===== src/rtl/tetris_pkg.sv =====
// Shared tetromino definitions: piece codes, legal code count and dealer FSM encodings.
package tetris_pkg;

    localparam logic [2:0] PIECE_I = 3'd0;
    localparam logic [2:0] PIECE_O = 3'd1;
    localparam logic [2:0] PIECE_T = 3'd2;
    localparam logic [2:0] PIECE_S = 3'd3;
    localparam logic [2:0] PIECE_Z = 3'd4;
    localparam logic [2:0] PIECE_J = 3'd5;
    localparam logic [2:0] PIECE_L = 3'd6;

    localparam int NUM_PIECES = 7;

    typedef enum logic {
        FILL = 1'b0,
        RUN  = 1'b1
    } dealer_state_t;

endpackage


===== src/rtl/piece_fifo.sv =====
// Small circular queue of piece codes with head and head+1 read ports.
// Caller guarantees no push when full and no pop when empty.
module piece_fifo #(
    parameter int DEPTH = 4,
    parameter int W     = 3
) (
    input  logic                     clk,
    input  logic                     rst_n,
    input  logic                     push,
    input  logic                     pop,
    input  logic [W-1:0]             wdata,
    output logic [W-1:0]             head_data,
    output logic [W-1:0]             next_data,
    output logic [$clog2(DEPTH):0]   count
);

    localparam int AW = $clog2(DEPTH);

    logic [W-1:0]  mem [DEPTH];
    logic [AW-1:0] head;
    logic [AW-1:0] tail;
    logic [AW-1:0] head_plus;

    assign head_plus = head + 1'b1;
    assign head_data = mem[head];
    assign next_data = mem[head_plus];

    always_ff @(posedge clk or negedge rst_n) begin
        if (!rst_n) begin
            head  <= '0;
            tail  <= '0;
            count <= '0;
            for (int i = 0; i < DEPTH; i++) begin
                mem[i] <= '0;
            end
        end else begin
            if (push) begin
                mem[tail] <= wdata;
                tail      <= tail + 1'b1;
            end
            if (pop) begin
                head <= head_plus;
            end
            case ({push, pop})
                2'b10:   count <= count + 1'b1;
                2'b01:   count <= count - 1'b1;
                default: count <= count;
            endcase
        end
    end

endmodule


===== src/rtl/piece_dealer.sv =====
// Samples the free-running random source, queues legal piece codes and deals them
// over a valid/ready handshake. Optional feature macro: NO_REPEAT_EN (one reroll on repeat).
module piece_dealer
    import tetris_pkg::*;
#(
    parameter int NUM_PIECES = tetris_pkg::NUM_PIECES,
    parameter int DEPTH      = 4
) (
    input  logic                    clk,
    input  logic                    rst_n,
    input  logic [2:0]              random,
    input  logic                    out_ready,
    output logic                    out_valid,
    output logic [2:0]              out_piece,
    output logic                    preview_valid,
    output logic [2:0]              preview_piece,
    output logic [$clog2(DEPTH):0]  fill_level,
    output dealer_state_t           debug_state
);

    // Handshake: a piece transfers on any posedge where out_valid && out_ready;
    // out_valid never depends on out_ready, and out_ready while invalid is ignored.

    localparam int CW = $clog2(DEPTH) + 1;
    localparam logic [CW-1:0] FULL = CW'(DEPTH);
    localparam logic [CW-1:0] ONE  = CW'(1);

    logic [CW-1:0] count;
    logic [CW-1:0] count_next;
    logic          legal;
    logic          space;
    logic          accept;
    logic          push;
    logic          pop;
    dealer_state_t state;
    dealer_state_t state_next;

    assign legal = int'(random) < NUM_PIECES;
    // Space is judged on the pre-pop count, so a pop from a full queue frees nothing yet.
    assign space = count < FULL;

`ifdef NO_REPEAT_EN
    logic [2:0] last_piece;
    logic       reroll_used;
    logic       repeat_hit;

    assign repeat_hit = legal && (random == last_piece) && !reroll_used;
    assign accept     = legal && !repeat_hit;

    always_ff @(posedge clk or negedge rst_n) begin
        if (!rst_n) begin
            last_piece  <= '0;
            reroll_used <= 1'b0;
        end else if (space) begin
            if (accept) begin
                last_piece  <= random;
                reroll_used <= 1'b0;
            end else if (repeat_hit) begin
                reroll_used <= 1'b1;
            end
        end
    end
`else
    assign accept = legal;
`endif

    assign push = space && accept;
    assign pop  = out_valid && out_ready;

    piece_fifo #(
        .DEPTH (DEPTH),
        .W     (3)
    ) u_fifo (
        .clk       (clk),
        .rst_n     (rst_n),
        .push      (push),
        .pop       (pop),
        .wdata     (random),
        .head_data (out_piece),
        .next_data (preview_piece),
        .count     (count)
    );

    assign out_valid     = count != '0;
    assign preview_valid = count > ONE;
    assign fill_level    = count;
    assign debug_state   = state;

    assign count_next = count + CW'(push) - CW'(pop);

    always_ff @(posedge clk or negedge rst_n) begin
        if (!rst_n) begin
            state <= FILL;
        end else begin
            state <= state_next;
        end
    end

    always_comb begin
        state_next = state;
        case (state)
            FILL:    if (count_next == FULL) state_next = RUN;
            RUN:     if (count_next != FULL) state_next = FILL;
            default: state_next = FILL;
        endcase
    end

endmodule

===== config.mk =====
export PLATFORM = sky130hd
export DESIGN_NAME = piece_dealer
export DESIGN_NICKNAME = d
export VERILOG_FILES = /design/src/rtl/tetris_pkg.sv /design/src/rtl/piece_fifo.sv /design/src/rtl/piece_dealer.sv
export SDC_FILE = /design/constraint.sdc
export NUM_CORES = 1
export LEC_CHECK = 0
export BUFFER_PORTS_ARGS = -buffer_cell sky130_fd_sc_hd__buf_2
export CAP_MARGIN = 20
export CORE_MARGIN = 1.5
export CORE_UTILIZATION = 50
export CTS_CLUSTER_DIAMETER = 100
export DETAILED_ROUTE_END_ITERATION = 16
export GPL_TIMING_DRIVEN = 0
export PLACE_DENSITY = 0.84
export SYNTH_ARGS = -nofsm -noshare
export SYNTH_HDL_FRONTEND = slang
export SYNTH_SLANG_ARGS = --single-unit

===== constraint.sdc =====
create_clock -name clk -period 2.2 [get_ports clk]
set_input_delay 0.44 -clock clk [delete_from_list [all_inputs] [get_ports clk]]
set_output_delay 0.44 -clock clk [all_outputs]
set_load 0.02 [all_outputs]

==> metrics.cfg, run 1 <==
[sta]
timing.fmax_mhz = 475
rsz0062_at_grt = false
report.final.slew_viol_count = 0
hold_viol = 0
fin_setup_tns_ns = 0
slew_headroom_pct = 70.1
max_slew.worst_pin.slew_ns = 0.448
layout_setup_ws_ns = 0.0935
setup_viol = 0
fin_skew_ns = 0.00503
finalCritPeriodShare_pct = 95.7
period_minus_slack_ns = 2.11

[synth]
synth_compound_area_share_pct = 16.3
synth.area.mux_share_pct = 12.1
synth_seq_cells = 20
synth_nets = 118
yosysUniqueCellTypes = 21
synthXorXnorAreaFrac_pct = 5.11
synth_fa_ha_area_share_pct = 14.2
synth_top_family_by_area = compound AO/OA/AOI/OAI gates
yosys_warnings = 0
seq_area_frac_synth_pct = 41.7
yosys.area_share.simple_pct = 5.01
syn_area_per_cell_um2 = 12.1
synth_cells = 99
syn_area_um2 = 1200

[clock_network]
clk_path_buf_depth = 2
cts_sinks = 20
clk_latency_ns = 0.30
cts_tree = done
clkTransAtPathRegs_ns = 0.12
htree_num_levels = 1
cts_root_buf = clkbuf_4
cts_buffers = 3

[pwr]
seqPwrFrac_pct = 28.4
p_leak_uw = 0.000656
total_power_uw = 2580
net-switching-power_uw = 1060
p_int_uw = 1520
ir_drop_uv = 985
clockPowerShare_pct = 11.5
swShare_pct = 41.0
powerDensity_nw_per_um2 = 1780
power_frac_comb_pct = 60.1

[finish]
drive_gt1_share_pct = 38.1
final_common_cell = buf_2
finalNonFillerCells = 154
areaGrowthSynthToFinish_pct = 21.0
layout_common_cells = buf_2 (20), dfrtp_1 (18), a21oi_1 (12), o22a_1 (12), ha_1 (10)
num-fill-cells = 193
n_antenna_cell = 0
num-nets-final = 146

[placed_design]
dp_cells = 144
io_buffers = 17
post-place-ws_ns = 0.0415
dp_hpwl_um = 1840
globalplace.congestion = 0.773

[floorplan]
start_util_pct = 53.7
die_w_um = 52.0
core_area_um2 = 2230
dieArea_um2 = 2700
rows = 17
ios = 18
die_y_um = 52.0

[detailed_routing]
vias = 864
wl_per_cell_um = 15.4
ant_nets = 0
first_pass_iters = 4
drc = 0
drt_iter0_markers = 12
via_per_inst = 5.61
wl_um = 2380

[global_route]
antenna_found_initial = 0
grtUsageTotal_pct = 19.5
grt_pass1_wl_um = 3910
grt_overflow = 0
grt_start_max_net_pins = 21
grt_pass1_vias = 903

[flow_run]
max_cap_viol_count = 0

[setup_path]
path_buf_inv = 2
cp-start-kind = flop
cp_max_fo = 4
crit_slowest_cell = dfrtp_2
slowest_delay_ns = 0.47
path_delay_family = adder cells
crit_chain = inv_4 -> ha_4 -> nand2b_4 -> and2_4 -> ha_1 -> inv_1 -> ha_2 -> fa_2 -> xor2_1 -> nor3_1
timing.setup.critical_path_class = flop to flop
cp.required_ns = 2.42
cp.arrival_ns = 2.33
endpoint_kind = flop

[run_status]
status = complete, no violations

[min_path]
hold_class = primary input to asynchronous set/reset pin

## power groups by stage
| stage | Combinational [uW] | Sequential, uW | Clock [uW] |
|---|---|---|---|
| floorplan | 1100 | 730 | 0 |
| global placement | 1390 | 719 | 0 |
| detailed placement | 1470 | 742 | 0 |
| CTS | 1480 | 735 | 307 |
| global route | 1710 | 755 | 317 |
| finish | 1550 | 733 | 297 |
## area by class of cell
type                            instances  area, um2  area share, %
Inverter                                8       35.0           2.41
Buffer                                  5       37.5           2.59
Sequential cell                        20        503           34.7
Clock inverter                          1       30.0           2.07
Tap cell                               28       35.0           2.41
Timing Repair Buffer                   23        130           8.97
Clock buffer                            3       22.5           1.55
Multi-Input combinational cell         66        658           45.3
## repair_timing
item,4_1_cts,5_1_grt
resized for setup,0,3
setup endpoints to repair,0,1
setup buffers,0,6
hold buffers,0,0
## Yosys cell counts, drive strengths merged
master / instances / area (um2)
mux2i: 1 / 10.0
inv: 8 / 30.0
a21oi: 12 / 60.1
o21ai: 2 / 10.0
mux4: 6 / 135
nand2b: 5 / 31.3
nor3: 1 / 5.00
xor2: 2 / 17.5
ha: 12 / 150
buf: 5 / 37.5
nand3: 1 / 5.00
a22oi: 1 / 7.51
o22a: 12 / 105
dfrtp: 20 / 500
nand2: 2 / 7.51
nor2: 1 / 3.75
and2: 1 / 7.51
xnor2: 5 / 43.8
a31oi: 1 / 12.5
fa: 1 / 20.0
## worst reg2reg max path, cell delays in order, from the launching register on
cell and delay [ns]:
dfrtp_2 0.47, inv_4 0.09, ha_4 0.13, nand2b_4 0.06, and2_4 0.15, ha_1 0.27
inv_1 0.04, ha_2 0.16, fa_2 0.33, xor2_1 0.16, nor3_1 0.17
## kinds of logic after synthesis
kind of cell | Yosys count
DFF | 20
buffers and inverters | 13
muxes | 7
xor gates and xnor gates | 7
AOI/OAI and AO/OA | 28
adders and majority gates | 13
and+or+nand+nor | 11
## registers in the layout (all words and copies together) (netlist names)
name and count:
debug_state 1, u_fifo.count 3, u_fifo.head 2, u_fifo.mem 12, u_fifo.tail 2
## through the flow
stage,area (um2),hold WS (ns),util [%]
3_5_place_dp,1350,0.415,60.3
4_1_cts,1400,0.0748,62.6
6_report,1450,0.0696,65.0
2_1_floorplan,1230,0.144,-
3_3_place_gp,1350,0.405,60.3
5_1_grt,1450,0.0956,65.0
## worst paths after layout
kind	slack, ns	to	from	cells past startpoint
hold reg to reg	0.53	u_fifo.mem[2]	u_fifo.mem[2]	1
setup reg to reg	0.09	debug_state	u_fifo.count[0]	10
min in group clk	0.41	u_fifo.head[1]	out_ready	3
hold / removal	0.07	u_fifo.mem[3]	rst_n	1
max in group asynchronous	1.80	u_fifo.count[0]	rst_n	1
setup / recovery	0.09	debug_state	u_fifo.count[0]	10
## per-layer routing
| layer | vias up | wire, um | share of wire (%) | GRT usage (%) |
|---|---|---|---|---|
| met5 | - | 0 | 0 | 0 |
| met4 | 0 | 13 | 0.55 | 7.02 |
| met3 | 2 | 137 | 5.8 | 2.87 |
| met2 | 31 | 1250 | 52 | 36.1 |
| met1 | 418 | 978 | 41 | 22.6 |
| li1 | 413 | - | - | - |
No activity file was read; power rests on OpenSTA's default activity.
==> inputs of run 2 (changes only) <==
--- a/config.mk
+++ b/config.mk
@@ -5,6 +5,7 @@
 export SDC_FILE = /design/constraint.sdc
 export NUM_CORES = 1
 export LEC_CHECK = 0
+export ABC_AREA = 1
 export BUFFER_PORTS_ARGS = -buffer_cell sky130_fd_sc_hd__buf_2
 export CAP_MARGIN = 20
 export CORE_MARGIN = 1.5
==> metrics.cfg, run 2 <==
[pwr]
seqPwrFrac_pct = 29.0  ; +0.6 points
p_int_uw = 1210  ; -21%
p_leak_uw = 0.000798  ; +22%
swShare_pct = 50.0  ; +9.0 points
clockPowerShare_pct = 9.1  ; -2.4 points
power_frac_comb_pct = 61.9  ; +1.8 points
total_power_uw = 2420  ; -6.4%
net-switching-power_uw = 1210  ; +14%
powerDensity_nw_per_um2 = 1630  ; -8.3%
ir_drop_uv = 1150  ; +17%

[setup_path]
cp_max_fo = 5  ; +1
timing.setup.critical_path_class = flop to flop
cp.required_ns = 2.43  ; about the same
endpoint_kind = flop
cp.arrival_ns = 2.32  ; about the same
r2r_cells = 8  ; -2
cp-start-kind = flop

[floorplan]
dieArea_um2 = 2880  ; +6.7%
core_area_um2 = 2450  ; +9.9%
die_y_um = 53.7  ; +3.3%
die_w_um = 53.7  ; +3.3%
rows = 18  ; +1
ios = 18  ; unchanged
start_util_pct = 52.3  ; -1.4 points

[finish]
final_util_pct = 60.3  ; -4.6 points
num-nets-final = 203  ; +39%
layout_common_cells = nand2_1 (50), dfrtp_1 (20), buf_2 (19)
largestRegisters = u_fifo.mem: 12 flops, u_fifo.count: 3 flops
areaGrowthSynthToFinish_pct = 15.3
top_register = u_fifo.mem
design_area_um2 = 1480  ; +2.1%
largest_reg_flops = 12  ; unchanged
final_common_cell = nand2_1
drive_gt1_share_pct = 18.6  ; -20 points
n_antenna_cell = 0  ; unchanged

[synth]
seq_area_frac_synth_pct = 38.9  ; -2.8 points
yosys_warnings = 0  ; unchanged
syn_area_um2 = 1280  ; +7.1%
synth_cells = 160  ; +62%
synth_seq_cells = 20  ; unchanged
synthTopCellsByArea = dfrtp_1 (39%), nand2_1 (15%), ha_1 (12%)
synth_nets = 179  ; +52%
yosys.area.top_type = dfrtp_1
ys.flop_type = dfrtp_1
synth_edf_count = 0  ; unchanged
yosysUniqueCellTypes = 22  ; +4.8%
syn_area_per_cell_um2 = 8.03  ; -34%
yosys.area.top_type_share_pct = 38.9  ; -2.8 points
synth_most_common_cell = nand2_1
yosys-top-cells-count = nand2_1 (50), dfrtp_1 (20), inv_1 (19)
async_flop_share_pct = 100  ; unchanged

[sta]
fin_skew_ns = 0.00502  ; -0.0000134 ns
finalCritPeriodShare_pct = 94.8  ; -0.98 points
slew_headroom_pct = 69.9  ; -0.23 points
fin_setup_tns_ns = 0  ; unchanged
period_minus_slack_ns = 2.09  ; -0.0215 ns
timing.fmax_mhz = 480  ; +1.0%
hold_viol = 0  ; unchanged
hold_ws_ns = 0.0539  ; -0.0157 ns
max_slew.worst_pin.slew_ns = 0.451  ; +0.00343 ns
report.final.slew_viol_count = 0  ; unchanged
setup_viol = 0  ; unchanged

[detailed_routing]
ant_nets = 0  ; unchanged
first_pass_iters = 4  ; unchanged
vias = 1130  ; +31%
wl_um = 2810  ; +18%
via_per_inst = 5.31  ; -5.4%
wl_per_cell_um = 13.2  ; -14%
drc = 0  ; unchanged
drt_iter0_markers = 28  ; +16

[placed_design]
io_buffers = 17  ; unchanged
dp_hpwl_um = 2150  ; +17%
globalplace.congestion = 0.795  ; +2.9%
dpl_cell_area_um2 = 1410  ; +4.6%

[clock_network]
htree_num_levels = 1  ; unchanged
clk_path_buf_depth = 2  ; unchanged
cts_tree = done
clk_latency_ns = 0.31  ; about the same
clkTransAtPathRegs_ns = 0.11  ; about the same
cts_sinks = 20  ; unchanged
cts_root_buf = clkbuf_4
ctsHoldBuffers = 0  ; unchanged
cts_buffers = 3  ; unchanged

[global_route]
antenna_found_initial = 0  ; unchanged
grt_pass1_vias = 1064  ; +18%
grt_pass1_wl_um = 4550  ; +16%
grt_overflow = 0  ; unchanged
grtUsageTotal_pct = 22.1  ; +2.5 points
grt_start_max_net_pins = 21  ; unchanged

[flow_run]
max_cap_viol_count = 0  ; unchanged

[min_path]
hold_class = primary input to asynchronous set/reset pin

[run_status]
status = complete, no violations

==> run 2: worst paths after layout <==
path	from	endpoint	slack, ns
max in group asynchronous	rst_n	u_fifo.mem[10]	1.83
max	u_fifo.count[1]	debug_state	0.11
min	rst_n	u_fifo.tail[0]	0.05
min in group clk	random[1]	u_fifo.mem[4]	0.43
min reg2reg	u_fifo.mem[0]	u_fifo.mem[0]	0.50
max reg2reg	u_fifo.count[1]	debug_state	0.11
==> run 2: area by class of cell <==
type,count,area [um2]
tap,30,37.5
sequential,20,500
fill,218,973
clock buffer,4,36.3
buffer,4,28.8
timing repair buffer,19,100
multi-input combinational,116,701
inverter,20,77.6
==> run 2: power by group through the flow <==
stage | logic, uW | registers (uW) | clock network, uW
after global placement | 1320 | 700 | 0
after global routing | 1680 | 720 | 240
final | 1500 | 701 | 219
after floorplan | 1010 | 705 | 0
after detailed placement | 1410 | 707 | 0
after CTS | 1450 | 692 | 219
==> run 2: cell families after synthesis <==
logic type                 after synthesis  share of synthesized area, %
DFF                                     20                          38.9
buffers and inverters                   24                          8.08
and+or+nand+nor                         82                          28.9
xor gates and xnor gates                 5                          3.41
AOI/OAI and AO/OA                       16                          7.40
adders and majority gates               13                          13.2
==> run 2: what timing repair did <==
action                     4_1_cts  5_1_grt
setup endpoints to repair        1        1
resized for setup                3        3
cloned                           0        0
buffers inserted                 1        1
==> run 2: stage by stage <==
| step | setup slack, ns | instances |
|---|---|---|
| 3_3_place_gp | 0.00500 | 207 |
| 4_1_cts | 0.00318 | 212 |
| 2_1_floorplan | 0.0322 | 160 |
| 6_report | 0.115 | 213 |
| 3_5_place_dp | -0.121 | 207 |
| 5_1_grt | -0.0106 | 213 |
==> run 2: per-layer routing <==
| metal | routed length, um | vias up | share of wire, % | track usage, % |
|---|---|---|---|---|
| met4 | 55 | 0 | 2.0 | 8.97 |
| li1 | - | 570 | - | - |
| met2 | 1440 | 31 | 51 | 41.5 |
| met1 | 1230 | 522 | 44 | 25.3 |
| met3 | 87 | 7 | 3.1 | 1.94 |
| met5 | 0 | - | 0 | 0 |
==> run 2: worst max-delay path, cell delays in order, from the launching register on <==
cell      delay (ns)
dfrtp_1         0.44
inv_4           0.08
ha_4            0.17
a21boi_4        0.22
ha_1            0.28
inv_1           0.06
ha_1            0.15
fa_1            0.42
nor3_1          0.19
==> inputs of run 3 (changes only) <==
--- a/config.mk
+++ b/config.mk
@@ -8,6 +8,7 @@
 export ABC_AREA = 1
 export BUFFER_PORTS_ARGS = -buffer_cell sky130_fd_sc_hd__buf_2
 export CAP_MARGIN = 20
+export CORE_ASPECT_RATIO = 0.75
 export CORE_MARGIN = 1.5
 export CORE_UTILIZATION = 50
 export CTS_CLUSTER_DIAMETER = 100
==> metrics.cfg, run 3 (synthesis results as in run 2) <==
[run_status]
status = complete, no violations

[sta]
period_minus_slack_ns = 2.06  ; -0.0213 ns
hold_viol = 0  ; unchanged
layout_setup_ws_ns = 0.136  ; +0.0213 ns
hold_ws_ns = 0.0707  ; +0.0168 ns
timing.fmax_mhz = 485  ; +1.0%
max_slew.worst_pin.slew_ns = 0.443  ; -0.00798 ns
rsz0062_at_grt = false
finalCritPeriodShare_pct = 93.8  ; -0.97 points
slew_headroom_pct = 70.4  ; +0.53 points
fin_skew_ns = 0.00447  ; -0.000550 ns
report.final.slew_viol_count = 0  ; unchanged
setup_viol = 0  ; unchanged

[floorplan]
dieArea_um2 = 2890  ; +0.11%
die_w_um = 61.5  ; +15%
rows = 15  ; -3
core_area_um2 = 2360  ; -3.7%
ios = 18  ; unchanged
die_y_um = 46.9  ; -13%
start_util_pct = 54.3  ; +2.0 points

[flow_run]
max_cap_viol_count = 0  ; unchanged

[pwr]
p_int_uw = 1200  ; -0.35%
net-switching-power_uw = 1230  ; +1.5%
p_leak_uw = 0.000798  ; about the same
total_power_uw = 2430  ; +0.56%
clockPowerShare_pct = 6.8  ; -2.3 points
powerDensity_nw_per_um2 = 1630  ; -0.12%
ir_drop_uv = 662  ; -43%
seqPwrFrac_pct = 29.6  ; +0.6 points
power_frac_comb_pct = 63.6  ; +1.7 points
swShare_pct = 50.5  ; +0.45 points

[finish]
finalNonFillerCells = 218  ; +2.3%
areaGrowthSynthToFinish_pct = 16.1
largest_reg_flops = 12  ; unchanged
num-nets-final = 205  ; +0.99%
n_antenna_cell = 0  ; unchanged
largestRegisters = u_fifo.mem: 12 flops, u_fifo.count: 3 flops
final_common_cell = nand2_1
layout_common_cells = nand2_1 (50), buf_2 (19), dfrtp_1 (19)
top_register = u_fifo.mem
drive_gt1_share_pct = 20.1  ; +1.5 points

[clock_network]
clk_path_buf_depth = 2  ; unchanged
htree_num_levels = 1  ; unchanged
clkTransAtPathRegs_ns = 0.10  ; about the same
clk_latency_ns = 0.30  ; about the same
cts_sinks = 20  ; unchanged
cts_tree = done
cts_buffers = 3  ; unchanged
cts_root_buf = clkbuf_4

[global_route]
grt_overflow = 0  ; unchanged
grt.met1_usage_pct = 31.3  ; +5.9 points
grt_pass1_vias = 962  ; -9.6%
use_met2_pct = 33.3  ; -8.2 points
antenna_found_initial = 0  ; unchanged
grt_start_max_net_pins = 21  ; unchanged
grt_pass1_wl_um = 4430  ; -2.6%
met3_usage_pct = 4.13  ; +2.2 points
grtUsageTotal_pct = 21.6  ; -0.48 points
busiest_layer = met2

[setup_path]
cp.arrival_ns = 2.28  ; -0.04 ns
timing.setup.critical_path_class = flop to flop
endpoint_kind = flop
cp_max_fo = 5  ; unchanged
cp-start-kind = flop
cp.required_ns = 2.42  ; about the same

[detailed_routing]
first_pass_iters = 5  ; +1
drt_iter0_markers = 61  ; +120%
wl_um = 2990  ; +6.2%
vias = 1197  ; +5.9%
drc = 0  ; unchanged
ant_nets = 0  ; unchanged
via_per_inst = 5.49  ; +3.5%
wl_per_cell_um = 13.7  ; +3.8%

[placed_design]
dp_hpwl_um = 2070  ; -3.4%
globalplace.congestion = 0.762  ; -4.1%
io_buffers = 17  ; unchanged
post-place-ws_ns = -0.0363  ; +0.0845 ns
dp_cells = 211  ; +1.9%

[min_path]
hold_class = primary input to asynchronous set/reset pin

run 3: cell types whose count changed in the layout (fill, tap and decap cells not counted), sizes merged:
cell	delta
buf	+2
clkbuf	-1
run 3: repair_timing:
item	CTS	global route
hold buffers	0	0
gates resized for setup	3	5
setup buffers	0	4
endpoints found under the setup margin	1	1
pin swaps	1	1
run 3: through the flow:
step / instance area, um2 / util, % / setup TNS, ns
finish: 1490 / 63.1 / 0
detailed placement: 1410 / 59.7 / -0.0363
CTS: 1450 / 61.1 / 0
floorplan: 1280 / - / 0
global placement: 1410 / 59.7 / 0
global route: 1490 / 63.1 / 0
run 3: routing by layer:
metal | wire, um | vias up
li1 | - | 570
met1 | 1220 | 567
met5 | 0 | -
met2 | 1460 | 49
met3 | 207 | 11
met4 | 101 | 0
run 3: final timing paths:
| path | start | end | slack, ns | cells after the start |
|---|---|---|---|---|
| setup / recovery | u_fifo.count[1] | debug_state | 0.14 | 8 |
| min in group clk | random[0] | u_fifo.mem[0] | 0.45 | 3 |
| hold / removal | rst_n | u_fifo.mem[4] | 0.07 | 1 |
| setup reg to reg | u_fifo.count[1] | debug_state | 0.14 | 8 |
| hold reg to reg | u_fifo.mem[0] | u_fifo.mem[0] | 0.50 | 2 |
| max in group asynchronous | rst_n | u_fifo.count[0] | 1.80 | 1 |
run 3: cell type report:
cell class	count	area [um2]
timing repair buffer	21	115
fill	209	873
clock buffer	3	22.5
buffer	4	28.8
sequential	20	502
tap	34	42.5
inverter	20	77.6
multi-input combinational	116	703
run 3: power by group through the flow:
stage | Sequential, uW | Clock [uW] | Combinational, uW
after floorplan | 705 | 0 | 1010
after global placement | 704 | 0 | 1330
after detailed placement | 714 | 0 | 1400
after CTS | 708 | 175 | 1420
after global routing | 744 | 185 | 1730
final | 719 | 166 | 1550
run 3: worst max-delay path: stages, from the launching register on:
cell and delay, ns:
dfrtp_1 0.44, inv_2 0.09, ha_4 0.18, a21boi_4 0.20, ha_1 0.26, inv_1 0.05, ha_1 0.16, fa_2 0.44
nor3_1 0.17
